[src/rtl/adder_operand_sequencer.sv]
// adder_operand_sequencer: loads A then B from switches, waits for the adder to settle, holds the sum.
// Build option: define OVERFLOW_DETECT_EN to register signed overflow on ovf.
module adder_operand_sequencer #(
  parameter int WIDTH         = 6,
  parameter int SETTLE_CYCLES = 2,
  parameter int SYNC_STAGES   = 2
) (
  input  logic             clk,
  input  logic             rst_n,
  input  logic [WIDTH-1:0] sw,
  input  logic             load_btn,
  input  logic             clear_btn,
  input  logic [WIDTH-1:0] sum_in,
  output logic [WIDTH-1:0] a_out,
  output logic [WIDTH-1:0] b_out,
  output logic [WIDTH-1:0] result,
  output logic             result_valid,
  output logic [1:0]       state,
  output logic             ovf
);

  localparam logic [1:0] IDLE   = 2'd0;
  localparam logic [1:0] HAVE_A = 2'd1;
  localparam logic [1:0] SETTLE = 2'd2;
  localparam logic [1:0] DONE   = 2'd3;

  localparam int CW = (SETTLE_CYCLES > 1) ? $clog2(SETTLE_CYCLES) : 1;
  localparam logic [CW-1:0] CNT_LAST = CW'(SETTLE_CYCLES - 1);

  logic [SYNC_STAGES-1:0] ld_sync;
  logic [SYNC_STAGES-1:0] clr_sync;
  logic                   ld_q;
  logic                   clr_q;
  logic                   ld_ev;
  logic                   clr_ev;
  logic [CW-1:0]          cnt;
  logic                   settle_done;

  always_ff @(posedge clk or negedge rst_n) begin
    if (!rst_n) begin
      ld_sync  <= '0;
      clr_sync <= '0;
      ld_q     <= 1'b0;
      clr_q    <= 1'b0;
    end else begin
      ld_sync  <= {ld_sync[SYNC_STAGES-2:0], load_btn};
      clr_sync <= {clr_sync[SYNC_STAGES-2:0], clear_btn};
      ld_q     <= ld_sync[SYNC_STAGES-1];
      clr_q    <= clr_sync[SYNC_STAGES-1];
    end
  end

  assign ld_ev       = ld_sync[SYNC_STAGES-1] & ~ld_q;
  assign clr_ev      = clr_sync[SYNC_STAGES-1] & ~clr_q;
  assign settle_done = (state == SETTLE) && (cnt == CNT_LAST);

  always_ff @(posedge clk or negedge rst_n) begin
    if (!rst_n) begin
      state        <= IDLE;
      a_out        <= '0;
      b_out        <= '0;
      result       <= '0;
      result_valid <= 1'b0;
      cnt          <= '0;
    end else if (clr_ev) begin
      // clear outranks a coincident load
      state        <= IDLE;
      a_out        <= '0;
      b_out        <= '0;
      result       <= '0;
      result_valid <= 1'b0;
      cnt          <= '0;
    end else begin
      unique case (state)
        IDLE: begin
          if (ld_ev) begin
            a_out <= sw;
            state <= HAVE_A;
          end
        end
        HAVE_A: begin
          if (ld_ev) begin
            b_out <= sw;
            cnt   <= '0;
            state <= SETTLE;
          end
        end
        SETTLE: begin
          if (settle_done) begin
            result       <= sum_in;
            result_valid <= 1'b1;
            state        <= DONE;
          end else begin
            cnt <= cnt + 1'b1;
          end
        end
        DONE: begin
          if (ld_ev) begin
            a_out        <= sw;
            result_valid <= 1'b0;
            state        <= HAVE_A;
          end
        end
        default: state <= IDLE;
      endcase
    end
  end

`ifdef OVERFLOW_DETECT_EN
  logic ovf_q;

  always_ff @(posedge clk or negedge rst_n) begin
    if (!rst_n) begin
      ovf_q <= 1'b0;
    end else if (clr_ev) begin
      ovf_q <= 1'b0;
    end else if (settle_done) begin
      ovf_q <= (a_out[WIDTH-1] == b_out[WIDTH-1]) &&
               (sum_in[WIDTH-1] != a_out[WIDTH-1]);
    end else if (state == DONE && ld_ev) begin
      ovf_q <= 1'b0;
    end
  end

  assign ovf = ovf_q;
`else
  assign ovf = 1'b0;
`endif

endmodule
[config.mk]
export PLATFORM = sky130hd
export DESIGN_NAME = adder_operand_sequencer
export DESIGN_NICKNAME = d
export VERILOG_FILES = /design/src/rtl/adder_operand_sequencer.sv
export SDC_FILE = /design/constraint.sdc
export NUM_CORES = 1
export LEC_CHECK = 0
export CORE_UTILIZATION = 47
export CTS_BUF_LIST = sky130_fd_sc_hd__clkbuf_4 sky130_fd_sc_hd__clkbuf_8
export DETAILED_ROUTE_END_ITERATION = 10
export PLACE_DENSITY = 0.8
export SYNTH_ARGS = -nofsm -noshare
export SYNTH_HDL_FRONTEND = slang
export SYNTH_SLANG_ARGS = --single-unit
[constraint.sdc]
create_clock -name clk -period 1.8 [get_ports clk]
set_clock_uncertainty 0.1 [all_clocks]
set_input_delay 0.54 -clock clk [delete_from_list [all_inputs] [get_ports clk]]
set_output_delay 0.54 -clock clk [all_outputs]
set_load 0.02 [all_outputs]
Yosys cells after proc, flatten, opt, wreduce, memory -nomap -nowiden
Index checks and enable logic that the tools add are counted.

word-level totals
  output and inout port bits = 22
  register bits after elaboration = 28
  logic and storage cells = 59
  input bits = 16

operators by class
  bitwise gates (word level) = 4
  add/sub/neg operators = 1
  equality and inequality tests = 8
  muxes and demuxes = 20
  reductions and logical operators = 16

operators by type and width
  cell                                                                    count
  6-bit 2-to-1 mux                                                        8
  3-bit != test (second input constant)                                   4
  2-bit nonzero test                                                      5
  3-bit AND reduction                                                     3
  2-bit 2-to-1 mux                                                        4
  2-bit one-hot mux with 3 select lines                                   1
  2-bit AND reduction                                                     3
  3-bit nonzero test                                                      2
  1-bit 2-to-1 mux                                                        5
  2-bit equality test (second input constant)                             2
  1-bit one-hot mux with 2 select lines                                   2
  3-bit by 1-bit != test with 1-bit output (second input constant)        1
  1-bit bitwise AND                                                       2
  2-bit by 1-bit equality test with 1-bit output (second input constant)  1
  2-bit zero test                                                         1
  1-bit NOT                                                               2
  2-bit OR reduction                                                      1
  1-bit adder (second input constant)                                     1
  1-bit logical AND                                                       1

Logic depth before layout (Yosys ltp)
  word-level depth = 5
  depth in mapped cells = 6
  mapped depth without buffers = 6

Worst setup path after synthesis
Ideal clock, no wire load.

  kind = reg-to-reg
  start point = register state[0]
  end point = register state[0]
  setup slack = 76 ps
  stages on the path, launching flop included = 7
  data required time = 1606 ps
  clock period less this slack = 1724 ps
  path buffers = 0
  library setup time = 94 ps
  data arrival time = 1530 ps
  cells stage by stage = dfrtp_1 -> inv_1 -> ha_1 -> or2_1 -> a21oi_2 -> nor2_1 -> a211oi_1

on the way
  longest elaborated chain between the ends = 4
  elaborated cells between the ends (all ways) = 12
  those cells by class = eq/ne: 6; mux: 2; reduce/logical: 4

RTL lines
  what                                                                                     RTL line  RTL
  start, declared                                                                          18        output logic [1:0] state,
  start signal, assigned                                                                   59        state <= IDLE;
  start signal, assigned                                                                   67        state <= IDLE;
  start signal, assigned                                                                   78        state <= HAVE_A;
  2-bit equality test, or another cell as far along                                        74        unique case (state)
  2-bit OR reduction (no source line) or 1-bit logical AND (tied branches)                 n/a
  3-bit by 1-bit != test with 1-bit output (no source line), or another cell as far along  n/a
  3-bit AND reduction (no source line) or 2-bit 2-to-1 mux (tied branches)                 n/a

Several ways; a longest one is shown, not always the timed one.
A chain may end at the register's enable or synchronous reset.

Worst setup path in the final report
  start point = register state[1]
  end point = output port state[1]

No word-level cell between the ends.

==> results.py <==
metrics = {
    "critical_path": {
        "path_delay_family": "flip-flops",
        "crit_buf_inv": 1,
        "max_stage_delay_ns": 0.47,
        "worst_path_max_delay_cell": "dfrtp_2",
        "endpoint_kind": "output pin",
        "crit_type": "flip-flop to output pin",
        "cp.depth": 1,
        "worst-path-max-fanout": 6,
        "arrival_ns": 1.12,
        "worst-endpoint-required_ns": 1.16,
        "cp-start-kind": "flip-flop",
        "reg2reg_slack_ns": 0.17,
        "timing.reg2reg.worst_path_depth": 5,
        "ordered_cell_list_for_the_critical_path": "dlygate4sd2_1",
    },
    "floorplan": {
        "dieHeight_um": 53.2,
        "fp.coreArea_mm2": 0.00248,
        "io-pin-count": 38,
        "floorplan.die.width_um": 53.2,
        "floorplan.initialDensity_pct": 49.7,
        "core.rowCount": 18,
        "die_area_mm2": 0.00283,
    },
    "global_routing": {
        "grt.total_usage_pct": 19.0,
        "number_of_global_route_vias_before_repair": 865,
        "grt_antenna_before_repair": 0,
        "grt_first_pass_wirelength_mm": 3.84,
        "largest_net_degree_at_the_start_of_global_routing": 29,
        "grt_overflow": 0,
    },
    "pwr": {
        "gate_power_share_pct": 43.4,
        "netSwitchingFraction_pct": 38.0,
        "vdd_drop_max_v": 0.00124,
        "powerDensity_mw_per_mm2": 1260,
        "power.clock.fraction_pct": 14.6,
        "total_switching_power_uw": 777,
        "sequentialPowerShare_pct": 42.0,
        "leakagePower_uw": 0.000856,
        "intPower_uw": 1270,
    },
    "cells_and_area": {
        "final_cell_mix": "dfrtp_1 (27), dlygate4sd2_1 (21), nand2_1 (20)",
        "num-nets-final": 175,
        "most_common_library_cell_in_the_layout_ignoring_fill_and_taps": "dfrtp_1",
        "n_fill_cell": 227,
        "antenna-diode-count": 0,
        "post_route_cells_drive_above_1_share_pct": 9.80,
        "fin_cells": 183,
        "syn_to_final_growth_pct": 32.3,
    },
    "placement": {
        "hpwl_mm": 1.80,
        "buffer_ports.inserted": 36,
        "place_congestion": 0.733,
        "dp.cells": 179,
    },
    "timing": {
        "final.period_utilization_pct": 97.5,
        "fin_tns_setup_ns": 0,
        "setup_viol_count_final": 0,
        "fmaxAchievable_mhz": 570,
        "total_count_of_max_transition_violations_in_the_final_report": 0,
        "unrepaired_setup_endpoints_after_global_routing": "false",
        "timing.final.hold_violations": 0,
        "timing.final.crit_period_ns": 1.76,
    },
    "routing": {
        "drtPass1Iterations": 4,
        "drcViolationCount": 0,
        "route.detailed.wl_per_inst_um": 12.9,
        "avgViaCountPerCell": 4.97,
        "drt_initial_violations": 11,
        "route.vias.total": 910,
        "wl_mm": 2.36,
        "antenna_violating_nets_post_route": 0,
    },
    "synthesis": {
        "yosys.area.top_type_share_pct": 56.9,
        "synth_warnings": 0,
        "avgSynthCellArea_um2": 10.7,
        "synth_fp_nets": 136,
        "seq_area_frac_synth_pct": 56.9,
        "synthTopCellsByArea": "dfrtp_1 (57%), nand2_1 (6.1%), mux2i_1 (5.7%), ha_1 (5.1%), a21oi_1 (3.3%)",
        "synth-seq-cells": 28,
        "synth.largest_area_cell": "dfrtp_1",
        "ys_types": 23,
        "syn_inst": 115,
        "synth.cell_area_mm2": 0.00123,
    },
    "cts": {
        "clockRootBuffer": "clkbuf_4",
        "htree_levels": 1,
        "cts-buffers-inserted": 3,
        "insertion_delay_ns": 0.32,
        "postCtsHoldBufs": 0,
        "largest_buffer_count_on_any_clock_path": 2,
        "cts_tree": "done",
        "clkTransAtPathRegs_ns": 0.14,
        "post_cts.repair.setup_buffers": 0,
        "tritoncts_num_sinks": 28,
    },
    "status": {
        "run_status": "complete, no violations",
    },
    "worst_hold_path": {
        "min_path_type": "flip-flop to flip-flop",
        "timing.hold.worst_path_depth": 0,
    },
    "run": {
        "timing.max_cap.violations": 0,
    },
}
[worst paths after layout]
path	start	endpoint
setup / recovery	state[1]$_DFFE_PN0P_	state[1]
hold / removal	ld_sync[0]$_DFF_PN0_	ld_sync[1]$_DFF_PN0_
setup reg to reg	state[1]$_DFFE_PN0P_	state[0]$_DFFE_PN0P_
hold reg to reg	ld_sync[0]$_DFF_PN0_	ld_sync[1]$_DFF_PN0_
max in group asynchronous	rst_n	state[1]$_DFFE_PN0P_
min in group asynchronous	rst_n	result[1]$_DFFE_PN0P_
[power by group through the flow]
stage / combinational, uW / clock [uW] / sequential, uW
final: 888 / 298 / 860
after global routing: 990 / 329 / 880
after CTS: 897 / 307 / 860
after floorplan: 431 / 0 / 1020
after detailed placement: 975 / 0 / 878
after global placement: 947 / 0 / 867
[repair_timing]
action / in CTS / in global routing
cloned: 0 / 0
setup endpoints to repair: 21 / 1
resized for setup: 21 / 1
[per-layer routing]
layer,part of all wire (%),vias up,global-route usage (%)
met1,46,440,24.2
met4,0.81,0,6.58
li1,-,453,-
met3,2.7,2,2.59
met2,51,15,32.9
met5,0,-,0
[cell type report]
type,instances,area (um2),share of cell area (%)
clock buffers,4,36.3,2.23
inverters,2,7.51,0.461
multi-input cells,79,482,29.6
flip-flops and latches,28,702,43.1
well taps,30,37.5,2.30
repair buffers,40,364,22.4
[sequential cells by signal, indices dropped and copies added, names as in the netlist]
register / count
a_out: 6
cnt: 1
ld_q: 1
clr_sync: 2
b_out: 6
state: 2
result: 6
result_valid: 1
ld_sync: 2
clr_q: 1
[cell usage after synthesis, drive strengths merged]
master / instances
inv: 2
nand2: 20
nand2b: 2
a2bb2oi: 1
o21ai: 7
mux2i: 7
buf: 6
mux2: 1
nor2: 10
or2b: 1
conb: 1
nand3: 7
or2: 1
a211oi: 2
nor2b: 3
dfrtp: 28
a21oi: 11
ha: 5
[metrics by stage]
step	utilization, %	hold WS [ns]	instance area, um2	worst slack, ns	power [uW]
3_3_place_gp	65.3	0.234	1620	0.133	1810
3_5_place_dp	65.3	0.243	1620	0.119	1850
4_1_cts	65.7	0.275	1630	0.0178	2060
6_report	65.8	0.274	1630	0.0442	2050
5_1_grt	65.8	0.296	1630	0.00170	2200
2_1_floorplan	-	0.144	1230	0.0756	1450
[kinds of logic after synthesis]
group,share of synthesized area (%)
and+or+nand+nor,16.7
AOI/OAI and AO/OA,10.2
buffers and inverters,3.96
DFF,56.9
other,0.305
adders and majority gates,5.08
muxes,6.91
(Power assumes the default switching activity.)
